**src/rtl/conv_window_gen.sv**
```systemverilog
// conv_window_gen: streaming 3x3 sliding-window generator.
// Accepts a raster-order pixel stream, keeps two line buffers of history and
// emits one 3x3 window per fully-interior pixel through a single registered
// output stage. The final window of each frame is flagged with out_last.
module conv_window_gen #(
    parameter int DATA_W = 8,
    parameter int IMG_W  = 32,
    parameter int IMG_H  = 32
) (
    input  logic                clk,
    input  logic                rst_n,
    input  logic                in_valid,
    output logic                in_ready,
    input  logic [DATA_W-1:0]   in_data,
    output logic                out_valid,
    input  logic                out_ready,
    output logic [9*DATA_W-1:0] out_window,
    output logic                out_last
);

    localparam int CW = (IMG_W > 1) ? $clog2(IMG_W) : 1;
    localparam int RW = (IMG_H > 1) ? $clog2(IMG_H) : 1;
    localparam logic [CW-1:0] COL_MAX = CW'(IMG_W - 1);
    localparam logic [RW-1:0] ROW_MAX = RW'(IMG_H - 1);

    logic [CW-1:0]     col;
    logic [RW-1:0]     row;
    logic              acc;
    logic              col_end;
    logic              row_end;
    logic              emit;

    // Line buffers: linebuf1 holds the row two above the input, linebuf0 the row above.
    logic [DATA_W-1:0] linebuf0 [IMG_W];
    logic [DATA_W-1:0] linebuf1 [IMG_W];

    // Current 3x3 window, [row][col], row 0 on top, col 0 on the left.
    logic [DATA_W-1:0] win      [3][3];
    logic [DATA_W-1:0] win_next [3][3];
    logic [9*DATA_W-1:0] win_flat;

    // A single output register: stall upstream only while a window is held.
    assign in_ready = !out_valid || out_ready;
    assign acc      = in_valid && in_ready;
    assign col_end  = (col == COL_MAX);
    assign row_end  = (row == ROW_MAX);
    // Gating on row>=2 and col>=2 keeps windows from straddling rows or frames.
    assign emit     = acc && (row >= RW'(2)) && (col >= CW'(2));

    // Shift the window left by one column and append the new right column.
    always_comb begin
        // NOTE: every comb output gets a default first so no path can infer a latch.
        for (int r = 0; r < 3; r++) begin
            for (int c = 0; c < 3; c++) begin
                win_next[r][c] = win[r][c];
            end
        end
        for (int r = 0; r < 3; r++) begin
            win_next[r][0] = win[r][1];
            win_next[r][1] = win[r][2];
        end
        win_next[0][2] = linebuf1[col];
        win_next[1][2] = linebuf0[col];
        win_next[2][2] = in_data;
    end

    // Pack the next window into the output bus layout.
    always_comb begin
        // NOTE: blocking '=' belongs in combinational blocks; clocked state uses '<='.
        win_flat = '0;
        for (int r = 0; r < 3; r++) begin
            for (int c = 0; c < 3; c++) begin
                win_flat[(r*3 + c)*DATA_W +: DATA_W] = win_next[r][c];
            end
        end
    end

    // Raster position counters, advancing only on accepted pixels.
    always_ff @(posedge clk or negedge rst_n) begin
        if (!rst_n) begin
            col <= '0;
            row <= '0;
        end else if (acc) begin
            if (col_end) begin
                col <= '0;
                row <= row_end ? '0 : row + RW'(1);
            end else begin
                col <= col + CW'(1);
            end
        end
    end

    // Line buffer and window storage update on each accepted pixel.
    // NOTE: storage arrays are left unreset; every entry is written before it can reach out_window.
    always_ff @(posedge clk) begin
        if (acc) begin
            linebuf1[col] <= linebuf0[col];
            linebuf0[col] <= in_data;
            for (int r = 0; r < 3; r++) begin
                for (int c = 0; c < 3; c++) begin
                    win[r][c] <= win_next[r][c];
                end
            end
        end
    end

    // Output stage: load on emit, hold while stalled, drop once consumed.
    always_ff @(posedge clk or negedge rst_n) begin
        if (!rst_n) begin
            out_valid  <= 1'b0;
            out_window <= '0;
            out_last   <= 1'b0;
        end else if (emit) begin
            out_valid  <= 1'b1;
            out_window <= win_flat;
            out_last   <= row_end && col_end;
        end else if (out_ready) begin
            out_valid  <= 1'b0;
        end
    end

endmodule

```
**config.mk**
```make
export PLATFORM = sky130hd
export DESIGN_NAME = conv_window_gen
export DESIGN_NICKNAME = d
export VERILOG_FILES = /design/src/rtl/conv_window_gen.sv
export SDC_FILE = /design/constraint.sdc
export NUM_CORES = 1
export LEC_CHECK = 0
export BUFFER_PORTS_ARGS = -buffer_cell sky130_fd_sc_hd__clkbuf_2
export CAP_MARGIN = 20
export CORE_ASPECT_RATIO = 1.2
export CORE_MARGIN = 1.5
export CORE_UTILIZATION = 58
export DETAILED_ROUTE_END_ITERATION = 6
export GPL_ROUTABILITY_DRIVEN = 0
export PLACE_DENSITY = 0.74
export SETUP_SLACK_MARGIN = 0.4
export SYNTH_ARGS = -nofsm -noshare
export SYNTH_HDL_FRONTEND = slang
export SYNTH_SLANG_ARGS = --single-unit
```
**constraint.sdc**
```tcl
create_clock -name clk -period 5.3 [get_ports clk]
set_input_delay 0.53 -clock clk [delete_from_list [all_inputs] [get_ports clk]]
set_output_delay 0.53 -clock clk [all_outputs]
set_load 0.02 [all_outputs]
```
==> results of run 1 <==
-- registers in the layout, indices dropped and copies added, names as in the netlist --
register and flops:
row 5, out_window 72, linebuf0 256, col 5
out_valid 1, out_last 1, linebuf1 256, win 48
-- power by group through the flow --
stage / sequential, W / combinational (W) / clock (W)
after floorplan: 0.00734 / 0.00239 / 0
after global placement: 0.00725 / 0.00365 / 0
after detailed placement: 0.00729 / 0.00374 / 0
after CTS: 0.00719 / 0.00376 / 0.00398
after global routing: 0.00724 / 0.00413 / 0.00419
final: 0.00717 / 0.00388 / 0.00393
-- per-layer routing --
| metal | vias to the layer above | GRT usage (%) | wire, um |
|---|---|---|---|
| li1 | 5584 | - | - |
| met1 | 6525 | 32.97 | 21180 |
| met2 | 508 | 42.31 | 27250 |
| met3 | 121 | 3.340 | 3605 |
| met4 | 0 | 9.766 | 2032 |
| met5 | - | 0 | 0 |
-- worst min-delay path: cells and delay by family --
family / cells / cell delay [ps]
buf+inv: 1 / 70
simple gates: 2 / 230
-- cells by family (layout without fill, tap and decap cells) --
| logic type | count (synthesis) | in the layout | synth area share, % |
|---|---|---|---|
| XOR/XNOR | 1 | 1 | 0.03549 |
| multiplexers | 330 | 330 | 14.47 |
| buffers and inverters | 78 | 261 | 1.850 |
| adder cells (fa/ha/maj) | 8 | 8 | 0.4056 |
| AO/OA/AOI/OAI | 139 | 139 | 3.477 |
| flip-flops | 644 | 644 | 76.65 |
| AND/OR/NAND/NOR | 135 | 135 | 3.112 |
-- what timing repair did --
item | CTS | global route
hold endpoints to repair | 15 | 0
resized for setup | 0 | 0
setup endpoints to repair | 0 | 0
hold buffers | 1 | 0
setup buffers | 0 | 0
-- cell type report --
class	count	area, um^2	share of cell area, %
Clock buffer	83	1597	5.758
Sequential cell	644	18920	68.24
Multi-Input combinational cell	613	5325	19.20
Tap cell	546	683.2	2.464
Inverter	6	22.52	0.08122
Clock inverter	23	177.7	0.6408
Timing Repair Buffer	149	1001	3.610
-- synth_stat cells --
library cell    n  area [um^2]
a21o_1          1        7.510
a21oi_1         3        15.01
and3_1          2        12.51
buf_1           1        3.750
buf_2          40        200.2
buf_4           6        45.04
buf_6          11        123.9
clkbuf_1        7        26.28
clkbuf_2        7        35.03
dfrtp_1        84         2102
edfxtp_1      560        16820
ha_1            8        100.1
inv_1           5        18.77
inv_2           1        3.750
mux2_2         27        304.0
mux2_4         47        705.7
mux2i_1       256         2562
nand2_1        31        116.4
nand2b_1        1        6.260
nand3_1         5        25.02
nand3b_1        3        22.52
nand4_1         1        6.260
nand4b_2        4        60.06
nand4bb_1       6        67.56
nor2_1         36        135.1
nor3_1          2        10.01
nor3_2          1        10.01
nor4_1         32        200.2
o21ai_0         7        35.03
o22ai_1       128        800.8
or3_1           2        12.51
or3_4           1        11.26
or3b_2          2        17.52
or4_1           2        15.01
or4b_1          4        40.04
xor2_1          1        8.760
-- how the worst min path moves through the flow --
stage / from / endpoint / slack (ps) / cells past startpoint
final: out_ready / out_valid / 270 / 3
after global routing: out_ready / out_valid / 280 / 3
after CTS: out_ready / out_valid / 250 / 3
after detailed placement: rst_n / out_window[48] / 400 / 1
after global placement: rst_n / out_window[53] / 400 / 1
after floorplan: rst_n / col[0] / 230 / 0
-- stage by stage --
stage	total power (W)	util, %	instance area (um^2)
2_1_floorplan	0.009731	-	24680
3_3_place_gp	0.01090	61.72	25840
3_5_place_dp	0.01103	61.79	25870
4_1_cts	0.01493	66.05	27650
5_1_grt	0.01556	66.24	27730
6_report	0.01499	66.24	27730
==> results.py, run 1 <==
metrics = {
    "layout": {
        "final_common_cell": "edfxtp_1",
        "nets": 1492,
        "stdcell_count": 2064,
        "final_cell_mix": "edfxtp_1, mux2i_1, o22ai_1, clkbuf_2, dfrtp_1",
        "syn_to_final_growth_pct": 12.34,
        "drive_gt1_share_pct": 20.42,
        "n_antenna_cell": 0,
        "fillers": 2718,
    },
    "power": {
        "internal_power_w": 0.01042,
        "p_seq_share_pct": 47.9,
        "power_density_nw_per_um2": 540.5,
        "ir_worst_vdd_mv": 0.3247,
        "power_leakage_nw": 9.956,
        "p_switching_w": 0.004563,
        "p_comb_share_pct": 25.9,
        "clock_power_share_pct": 26.2,
        "swShare_pct": 30.44,
    },
    "route": {
        "drt_iter0_markers": 1388,
        "via_count": 12740,
        "first_pass_iters": 5,
        "viasPerCell": 6.172,
        "finalWirelength_mm": 54.06,
        "ant_nets": 0,
        "drc": 0,
        "drt-wirelength-per-cell_um": 26.19,
    },
    "clock_network": {
        "cts_inserted_buffers": 58,
        "cts_sinks": 644,
        "clk_pin_slew_ps": 60,
        "cts_tree": "yes",
        "cts-root-buf": "clkbuf_16",
        "clock_latency_ps": 610,
        "h-tree-depth": 2,
        "cts_buffer_depth": 3,
    },
    "floorplan": {
        "die_h_um": 229.0,
        "pin_count": 87,
        "dieArea_um2": 43810,
        "start_util_pct": 58.96,
        "coreArea_um2": 41860,
        "num_rows": 82,
        "die_w_um": 191.3,
    },
    "sta": {
        "setup_viol_count_final": 0,
        "finalCritPeriodShare_pct": 73.68,
        "rsz0062_at_grt": "no",
        "tns_ps": 0,
        "tightest_slew_ps": 1124,
        "setup_ws_ps": 1395,
        "max_freq_mhz": 256.1,
        "fin_skew_ps": 15.55,
        "hold_viol": 0,
        "hold_slack_ps": 271.9,
        "min_period_ps": 3905,
        "max_slew_margin_pct": 24.79,
        "final_max_slew_viol_count": 0,
    },
    "worst_setup_path": {
        "worstPathCellList": "buf_4 > mux2i_1 > o22ai_1 > nor4_1 > nand2_1 > mux2_2",
        "cpMaxStageDelayCell": "dfrtp_4",
        "cp_data_required_time_ps": 5790,
        "r2r_end": "out_window[40]",
        "path_class": "flip-flop to flip-flop",
        "worst-r2r-cell-count": 6,
        "cp_slowest_stage_delay_ps": 1030,
        "cp_top_family": "simple AND/OR/NAND/NOR gates",
        "crit_start": "col[1]",
        "startpoint_type": "flip-flop",
        "endpoint_kind": "flip-flop",
        "critPathBufInv": 1,
        "cp_max_fo": 51,
        "arrival_ps": 4390,
        "r2r_setup_slack_ps": 1390,
        "crit_end": "out_window[40]",
        "rr_startpoint": "col[1]",
        "path_depth": 6,
    },
    "place": {
        "place_ws_ps": 1392,
        "dp.cells": 1953,
        "port_buffers": 86,
        "hpwl_mm": 31.44,
    },
    "global_routing": {
        "grt_max_degree": 76,
        "grt_pass1_vias": 12640,
        "gr-total-overflow": 0,
        "grtUsageTotal_pct": 25.01,
        "grt_pass1_wl_mm": 79.35,
        "antenna_found_initial": 0,
    },
    "logic_synthesis": {
        "ys_ff_latch": 644,
        "syn_inst": 1335,
        "syn_area_um2": 24680,
        "ys_seq_area_share_pct": 76.65,
        "ys_types": 36,
        "synth.avg_cell_area_um2": 18.49,
        "syn_nets": 1355,
        "yosysWarnings": 0,
    },
    "status": {
        "status": "finished, final reports clean",
    },
    "flow_run": {
        "max_cap_violations": 0,
    },
    "hold_path": {
        "hold_class": "input pin to flip-flop",
    },
}
No activity file was read; power rests on OpenSTA's default activity.
==> run 2, diff against run 1 <==
- ABC_AREA: default -> 1
- clock period: 5.3 -> 4 ns (I/O delays scaled with it)
==> results.py, run 2 <==
metrics = {
    "sta": {
        "fin_skew_ps": 21.94,
        "max_freq_mhz": 323.7,
        "min_period_ps": 3089,
        "rsz0062_at_grt": "no",
        "hold_viol": 0,
        "setup_viol_count_final": 0,
        "hold_slack_ps": 100.1,
        "tns_ps": 0,
        "finalCritPeriodShare_pct": 77.24,
        "tightest_slew_ps": 1069,
        "max_slew_margin_pct": 28.72,
        "final_max_slew_viol_count": 0,
        "setup_ws_ps": 910.6,
    },
    "logic_synthesis": {
        "synthArstFlopShare_pct": 13.04,
        "ys_seq_area_share_pct": 68.83,
        "yosysMostFrequentCell": "nand2_1",
        "synth_ff_type": "edfxtp_1",
        "yosysWarnings": 0,
        "synth_edf_count": 560,
        "ys_types": 22,
        "synth_top_area_share_pct": 61.18,
        "netlist_top_cells_count": "nand2_1, edfxtp_1, inv_1",
        "syn_inst": 2724,
        "syn_nets": 2744,
        "syn_area_um2": 27490,
        "ys_ff_latch": 644,
        "synth.avg_cell_area_um2": 10.09,
        "ys_top_cells_by_area": "edfxtp_1, nand2_1, dfrtp_1",
        "synth_top_area_cell": "edfxtp_1",
    },
    "power": {
        "power_density_nw_per_um2": 744.0,
        "power_w": 0.02285,
        "ir_worst_vdd_mv": 0.4245,
        "power_leakage_nw": 14.26,
    },
    "place": {
        "port_buffers": 86,
        "place_ws_ps": 981.5,
        "hpwl_mm": 37.90,
    },
    "layout": {
        "syn_to_final_growth_pct": 11.75,
        "drive_gt1_share_pct": 9.572,
        "n_antenna_cell": 0,
        "nets": 2865,
        "final_common_cell": "nand2_1",
        "final_cell_mix": "nand2_1, edfxtp_1, inv_1, nand3_1, clkbuf_2",
        "fillers": 3455,
        "final_core_util_pct": 65.47,
        "reg.largest.list": "linebuf0: 256 flops, linebuf1: 256 flops, out_window: 72 flops",
    },
    "route": {
        "drt_iter0_markers": 1872,
        "first_pass_iters": 6,
        "finalWirelength_mm": 64.66,
        "viasPerCell": 5.237,
        "drc": 0,
        "via_count": 18420,
        "ant_nets": 0,
        "drt-wirelength-per-cell_um": 18.39,
    },
    "worst_setup_path": {
        "cp_slowest_stage_delay_ps": 670,
        "cp_top_family": "buffers and inverters",
        "startpoint_type": "flip-flop",
        "path_class": "flip-flop to flip-flop",
        "cp_max_fo": 45,
        "cpMaxStageDelayCell": "dfrtp_4",
        "cp_data_required_time_ps": 4340,
        "cpMostUsedCell": "nand2_1",
        "arrival_ps": 3430,
        "critPathBufInv": 4,
        "endpoint_kind": "flip-flop",
        "worstPathCellList": "inv_6 > buf_12 > buf_4 > nand2_1 > nand3_1 > nand2_1 > nand2_1 > nand2_1 > nor2_1 > nand2_1 > buf_4",
    },
    "floorplan": {
        "num_rows": 87,
        "coreArea_um2": 46920,
        "pin_count": 87,
        "dieArea_um2": 48710,
        "die_h_um": 241.5,
        "start_util_pct": 58.59,
        "die_w_um": 201.7,
    },
    "clock_network": {
        "cts-root-buf": "clkbuf_16",
        "cts_sinks": 644,
        "clk_pin_slew_ps": 60,
        "cts_inserted_buffers": 59,
        "clock_latency_ps": 630,
        "cts_setup_buffers": 0,
        "cts_buffer_depth": 3,
        "h-tree-depth": 2,
        "cts_tree": "yes",
    },
    "flow_run": {
        "max_cap_violations": 0,
    },
    "hold_path": {
        "hold_class": "input pin to flip-flop",
    },
    "global_routing": {
        "grt_pass1_wl_mm": 99.66,
        "antenna_found_initial": 0,
        "grt_max_degree": 108,
        "gr-total-overflow": 0,
        "grtUsageTotal_pct": 27.05,
        "grt_pass1_vias": 18050,
    },
    "status": {
        "status": "finished, final reports clean",
    },
}
-- run 2: cell count changes in the layout (fill, tap and decap cells not counted), moves of 27 or more --
cell / before / now
inv_1: 5 / 498
mux2_2: 27 / 0
mux2_4: 47 / 0
mux2i_1: 256 / 0
nand2_1: 31 / 1119
nand3_1: 5 / 244
nor2_1: 36 / 65
nor4_1: 30 / 0
o22ai_1: 128 / 0
-- run 2: layout make-up --
type                       count  area (um^2)  share of cell area (%)
inverter                     503         1896                   6.171
multi-input combinational   1467         5981                   19.47
sequential                   644        18930                   61.61
timing repair buffer         170         1154                   3.756
clock buffer                  90         1745                   5.682
tap                          623        779.5                   2.538
clock inverter                20        236.5                  0.7699
-- run 2: repair_timing --
action	4_1_cts	5_1_grt
endpoints found under the hold margin	47	0
gates resized for setup	0	0
hold buffers	1	0
-- run 2: power by group --
| part | total (W) | internal, W | switching, W |
|---|---|---|---|
| clock network | 0.00569 | 0.00332 | 0.00237 |
| registers | 0.00975 | 0.00930 | 0.000447 |
| logic | 0.00741 | 0.00187 | 0.00554 |
-- run 2: worst paths after layout --
path | cells after the start | from | slack, ps | end
worst min register to register | 2 | win[0][15] | 440 | out_window[7]
min in group asynchronous | 2 | rst_n | 350 | out_window[55]
worst max-delay path | 11 | col[0] | 910 | linebuf1[19][7]
worst min-delay path | 4 | out_ready | 100 | out_valid
max in group asynchronous | 3 | rst_n | 2720 | out_window[22]
worst max register to register | 11 | col[0] | 910 | linebuf1[19][7]
-- run 2: cells by family (layout without fill, tap and decap cells) --
logic type / count (synthesis) / in the layout / share of synthesized area (%)
buffers and inverters: 613 / 783 / 9.527
adders and majority gates: 8 / 8 / 0.3642
DFF: 644 / 644 / 68.83
xor gates and xnor gates: 1 / 1 / 0.03187
AOI/OAI and AO/OA: 12 / 12 / 0.2367
and+or+nand+nor: 1446 / 1446 / 21.01
-- run 2: per-stage QoR --
stage | area [um^2] | std cells
after global routing | 30720 | 3517
after CTS | 30720 | 3517
final | 30720 | 3517
after detailed placement | 28730 | 3406
after global placement | 28730 | 3406
after floorplan | 27490 | 2724
-- run 2: metal layers --
layer  global-route usage [%]  vias to the layer above  share of wire [%]
li1                         -                     8730                  -
met1                    34.88                     8763                 39
met2                    45.58                      781                 49
met3                    4.399                      146                7.8
met4                    12.21                        0                4.1
met5                        0                        -                  0
-- run 2: worst register-to-register path: stages, from the launching register on --
cell     delay, ps
dfrtp_4        670
inv_6          390
buf_12         300
buf_4          250
nand2_1         60
nand3_1         70
nand2_1         60
nand2_1         50
nand2_1         80
nor2_1         140
nand2_1        370
buf_4          370
